--- config.mk ---
export PLATFORM = sky130hd
export DESIGN_NAME = phrase_player
export DESIGN_NICKNAME = d
export VERILOG_FILES = /design/src/rtl/phrase_pkg.sv /design/src/rtl/phrase_note_timer.sv /design/src/rtl/phrase_player.sv
export SDC_FILE = /design/constraint.sdc
export NUM_CORES = 1
export LEC_CHECK = 0
export BUFFER_PORTS_ARGS = -buffer_cell sky130_fd_sc_hd__buf_2
export CAP_MARGIN = 20
export CORE_MARGIN = 2
export CORE_UTILIZATION = 53
export CTS_CLUSTER_SIZE = 10
export DETAILED_ROUTE_END_ITERATION = 12
export PLACE_DENSITY = 0.81
export RECOVER_POWER = 25
export SYNTH_ARGS = -nofsm -noshare
export SYNTH_HDL_FRONTEND = slang
export SYNTH_SLANG_ARGS = --single-unit
--- constraint.sdc ---
create_clock -name clk -period 2.27 [get_ports clk]
set_input_delay 0.1135 -clock clk [delete_from_list [all_inputs] [get_ports clk]]
set_output_delay 0.1135 -clock clk [all_outputs]
set_load 0.03 [all_outputs]
--- src/rtl/phrase_pkg.sv ---
// phrase_pkg: shared types, widths and note-word helpers for the phrase player
package phrase_pkg;
  localparam logic [3:0] NOTE_REST = 4'h7;
  localparam int ENTRY_W = 32;
  localparam int LEN_W = 8;
  localparam int NCNT_W = 3;
  localparam int ADDR_W = 4;
  typedef enum logic [1:0] {IDLE, LOAD, PLAY, DONE} state_t;
  function automatic logic [3:0] nibble(input logic [ENTRY_W-1:0] e, input logic [NCNT_W-1:0] k);
    logic [ENTRY_W-1:0] s;
    s = e << {k, 2'b00};
    return s[ENTRY_W-1 -: 4];
  endfunction
  function automatic logic len_bit(input logic [LEN_W-1:0] l, input logic [NCNT_W-1:0] k);
    logic [LEN_W-1:0] s;
    s = l << k;
    return s[LEN_W-1];
  endfunction
endpackage

--- src/rtl/phrase_note_timer.sv ---
// phrase_note_timer: loadable tick down-counter; expire flags the last tick of a note
module phrase_note_timer (
  input  logic       clk,
  input  logic       rst,
  input  logic       load,
  input  logic [3:0] load_val,
  input  logic       tick,
  output logic       expire
);
  logic [3:0] cnt;
  always_ff @(posedge clk) begin
    if (rst) cnt <= '0;
    else if (load) cnt <= load_val;
    else if (tick && cnt > 4'd1) cnt <= cnt - 4'd1;
  end
  assign expire = cnt <= 4'd1;
endmodule

--- src/rtl/phrase_player.sv ---
// phrase_player: plays one ROM phrase note by note on rhythm ticks; PHRASE_PLAYER_LOOP_EN restarts it endlessly
module phrase_player
  import phrase_pkg::*;
#(
  parameter int LONG_TICKS  = 2,
  parameter int SHORT_TICKS = 1
) (
  input  logic              clk,
  input  logic              rst,
  input  logic              start,
  input  logic              stop,
  input  logic [3:0]        phrase_sel,
  input  logic              tick,
  output logic [ADDR_W-1:0] db_addr,
  input  logic [ENTRY_W-1:0] db_entry,
  input  logic [LEN_W-1:0]  length_entry,
  input  logic [NCNT_W-1:0] n_note,
  output logic [3:0]        note_code,
  output logic              note_on,
  output logic              note_strobe,
  output logic              busy,
  output logic              done
);
  state_t state, state_n;
  logic [ENTRY_W-1:0] entry;
  logic [LEN_W-1:0] len;
  logic [NCNT_W-1:0] last, idx, idx_n;
  logic expire, adv, fin, load_tmr;
  logic [3:0] load_val;
  function automatic logic [3:0] dur(input logic b);
    return b ? 4'(LONG_TICKS) : 4'(SHORT_TICKS);
  endfunction
  assign idx_n = idx + 1'b1;
  always_ff @(posedge clk) begin
    if (rst) state <= IDLE;
    else state <= state_n;
  end
  always_comb begin
    state_n = state;
    adv = 1'b0;
    fin = 1'b0;
    if (stop) state_n = IDLE;
    else case (state)
      IDLE: state_n = start ? LOAD : IDLE;
      LOAD: state_n = PLAY;
      PLAY: if (tick && expire) begin
        if (idx == last) begin
          fin = 1'b1;
`ifdef PHRASE_PLAYER_LOOP_EN
          state_n = LOAD;
`else
          state_n = DONE;
`endif
        end else adv = 1'b1;
      end
      default: state_n = IDLE;
    endcase
  end
  assign load_tmr = (state == LOAD && !stop) || adv;
  assign load_val = state == LOAD ? dur(length_entry[LEN_W-1]) : dur(len_bit(len, idx_n));
  phrase_note_timer u_timer (
    .clk(clk),
    .rst(rst),
    .load(load_tmr),
    .load_val(load_val),
    .tick(tick && state == PLAY),
    .expire(expire)
  );
  // ROM outputs are only trusted during LOAD; PLAY runs entirely from the shadow copy
  always_ff @(posedge clk) begin
    if (rst) begin
      db_addr <= '0;
      note_code <= NOTE_REST;
      note_strobe <= 1'b0;
      done <= 1'b0;
      idx <= '0;
      entry <= '0;
      len <= '0;
      last <= '0;
    end else begin
      note_strobe <= 1'b0;
      done <= 1'b0;
      if (stop) note_code <= NOTE_REST;
      else case (state)
        IDLE: if (start) db_addr <= phrase_sel;
        LOAD: begin
          entry <= db_entry;
          len <= length_entry;
          last <= n_note;
          idx <= '0;
          note_code <= nibble(db_entry, '0);
          note_strobe <= 1'b1;
        end
        PLAY: if (fin) begin
          done <= 1'b1;
          note_code <= NOTE_REST;
        end else if (adv) begin
          idx <= idx_n;
          note_code <= nibble(entry, idx_n);
          note_strobe <= 1'b1;
        end
        default: note_code <= NOTE_REST;
      endcase
    end
  end
  assign note_on = state == PLAY && note_code != NOTE_REST;
  assign busy = state != IDLE;
endmodule
==> impl_metrics.env <==
export IMPL_drv_cap=0
export IMPL_antenna_found_initial=0
export IMPL_critical_path_buf_inv_count=1
export IMPL_cp_start_kind="register"
export IMPL_relSlewSlack_pct=60.7
export IMPL_syn_avg_cell_area_um2=8.76
export IMPL_die_area_um2=5900
export IMPL_fillers=421
export IMPL_worst_path_max_delay_cell="or4_4"
export IMPL_drc=0
export IMPL_drv_slew=0
export IMPL_gp_congestion=0.795
export IMPL_hp_class="primary input to register"
export IMPL_dp_hpwl_um=4460
export IMPL_irDropWorstVdd_mv=0.462
export IMPL_ctsHoldBuffers=9
export IMPL_std_cell_rows=26
export IMPL_firstDrtPassIters=4
export IMPL_powerDensity_nw_per_um2=672
export IMPL_post_place_cells=443
export IMPL_rsz0062_at_grt="no"
export IMPL_fin_cells=468
export IMPL_path_depth=7
export IMPL_synth_edf_count=0
export IMPL_setup_viol=0
export IMPL_drt_initial_drc_count=203
export IMPL_dpl_cell_area_um2=3200
export IMPL_design_area_um2=3480
export IMPL_multi_input_area_um2=1460
export IMPL_async_flop_share_pct=0
export IMPL_clock_skew_ns=0.00683
export IMPL_worst_ep_arrival_time_ns=2.24
export IMPL_fin_crit_ns=1.98
export IMPL_floorplan_initialDensity_pct=55.0
export IMPL_cp_required_ns=2.53
export IMPL_ys_flop_type="dfxtp_1"
export IMPL_syn_cell_area_um2=2810
export IMPL_grt_usage_pct=24.1
export IMPL_port_buffer_count=63
export IMPL_hold_viol=0
export IMPL_endpoint_kind="register"
export IMPL_drive_above_1_share_pct=23.6
export IMPL_wl_per_cell_um=14.1
export IMPL_grt_max_degree=57
export IMPL_worst_slew_pin_slew_ns=0.590
export IMPL_fp_dieW_um=76.8
export IMPL_wl_um=6610
export IMPL_cts_resized=0
export IMPL_yosysTopAreaCell="dfxtp_1"
export IMPL_path_cells="inv_1 > ha_1 > nor2_1 > or4_4 > nor3_4 > mux2_1 > a211oi_2"
export IMPL_worstRegToRegCells=7
export IMPL_syn_inst=321
export IMPL_cts_setup_buffers=0
export IMPL_regArea_um2=1240
export IMPL_areaGrowthSynthToFinish_pct=23.6
export IMPL_critical_path_max_stage_delay_ns=0.52
export IMPL_tritoncts_num_sinks=62
export IMPL_vias=2521
export IMPL_cts_buffers=9
export IMPL_cts_path_max_buffers=2
export IMPL_yosysSeqAreaShare_pct=44.1
export IMPL_worstSkewPairLatency_ns=0.34
export IMPL_synth_top_cell_area_share_pct=44.1
export IMPL_ys_seq_elements=62
export IMPL_fmax_mhz=506
export IMPL_outcome="finished clean"
export IMPL_fin_nets=451
export IMPL_overflow=0
export IMPL_grt_pass1_vias=2374
export IMPL_cts_root_buf="clkbuf_8"
export IMPL_cp_top_family="simple AND/OR/NAND/NOR gates"
export IMPL_period_share_pct=87.1
export IMPL_grt_first_pass_wirelength_um=11100
export IMPL_yosysUniqueCellTypes=44
export IMPL_utilization_pct=68.1
export IMPL_worst_hold_path_num_cells=3
export IMPL_tns_ns=0
export IMPL_worst_path_max_fanout=5
export IMPL_clkSlewWorstSetupHoldPaths_ns=0.07
export IMPL_syn_nets=379
export IMPL_final_antenna_net_count=0
export IMPL_core_um2=5110
export IMPL_yosysWarningCount=0
export IMPL_htreeDepth=3
export IMPL_avgViaCountPerCell=5.39
export IMPL_cts_tree="done"
export IMPL_ios=64
export IMPL_total_power_w=0.00234
export IMPL_n_antenna_cell=0
export IMPL_p_leak_nw=1.38
export IMPL_crit_type="register to register"
export IMPL_synth_top_cells_by_area="dfxtp_1 44%, nand2_1 13%, a21oi_1 8.5%, mux4_2 8.0%, mux2i_1 2.8%"
export IMPL_die_height_um=76.8
placed cells by master, fill, tap and decap left out, types with 2 or more instances in the layout:
| master | instances |
|---|---|
| a21oi_1 | 48 |
| and3_1 | 3 |
| buf_2 | 52 |
| buf_4 | 8 |
| clkbuf_1 | 14 |
| clkbuf_8 | 11 |
| dfxtp_1 | 62 |
| dlygate4sd3_1 | 9 |
| ha_1 | 6 |
| inv_1 | 7 |
| mux2i_1 | 8 |
| mux4_2 | 10 |
| nand2_1 | 94 |
| nand2b_1 | 4 |
| nand3_1 | 3 |
| nor2_1 | 10 |
| nor3_1 | 6 |
| nor3_4 | 2 |
| nor4_1 | 2 |
| o21ai_0 | 4 |
| o22a_1 | 2 |
| o311a_1 | 2 |
| or3b_1 | 2 |
| xor2_1 | 5 |
worst register-to-register path: stages, from the launching register on:
cell and delay [ns]:
dfxtp_1 0.32, inv_1 0.10, ha_1 0.17, nor2_1 0.06
or4_4 0.53, nor3_4 0.15, mux2_1 0.35, a211oi_2 0.22
cells in the mapped netlist, types with 2 or more instances:
cell type / count
a21oi_1: 48
and3_1: 3
buf_1: 2
clkbuf_1: 15
dfxtp_1: 62
ha_1: 6
inv_1: 7
mux2i_1: 8
mux4_2: 10
nand2_1: 94
nand2b_1: 4
nand3_1: 3
nor2_1: 10
nor2b_1: 2
nor3_1: 6
nor3_4: 2
nor4_1: 2
o21ai_0: 4
o22a_1: 2
o311a_1: 2
or3b_1: 2
xor2_1: 5
report_power, final:
part           switching, W  internal [W]  total, W
Sequential        0.0000154       0.00111   0.00113
Combinational      0.000120     0.0000935  0.000214
Clock              0.000426      0.000566  0.000992
stage by stage:
| stage | hold WS (ns) | setup slack [ns] |
|---|---|---|
| 6_report | 0.00800 | 0.294 |
| 5_1_grt | 0.000794 | 0.180 |
| 3_3_place_gp | 0.353 | 0.385 |
| 4_1_cts | 0.00151 | 0.275 |
| 2_1_floorplan | 0.193 | 0.386 |
| 3_5_place_dp | 0.360 | 0.291 |
final cells by class:
type,instances,area share (%)
multi-input cells,232,42.1
clock buffers,13,4.57
clock inverters,3,1.22
flip-flops and latches,62,35.7
well taps,70,2.52
inverters,7,0.756
repair buffers,81,13.1
registers in the layout, summed over array words and instances (netlist names):
name / cells
entry: 32
len: 8
db_addr: 4
note_code: 4
u_timer.cnt: 4
idx: 3
last: 3
state: 2
done: 1
note_strobe: 1
final timing paths:
path	startpoint	endpoint	slack, ns
setup / recovery	u_timer.cnt[0]	idx[2]	0.29
hold / removal	length_entry[0]	len[0]	0.008
setup reg to reg	u_timer.cnt[0]	idx[2]	0.29
hold reg to reg	len[4]	len[4]	0.46
per-layer routing:
| layer | global-route usage, % | vias to the layer above | wire length (µm) |
|---|---|---|---|
| li1 | - | 1246 | - |
| met1 | 32.2 | 1176 | 3050 |
| met2 | 38.1 | 89 | 3060 |
| met3 | 5.41 | 10 | 389 |
| met4 | 9.45 | 0 | 104 |
| met5 | 0 | - | 0 |
logic make-up after synthesis:
kind of cell	synth area share (%)
buf+inv	4.05
xor+xnor	2.45
compound gates	13.5
fa+ha+maj	2.67
flops	44.1
simple gates	21.5
mux	11.7
Note: power is estimated with default switching activity, not from simulation.
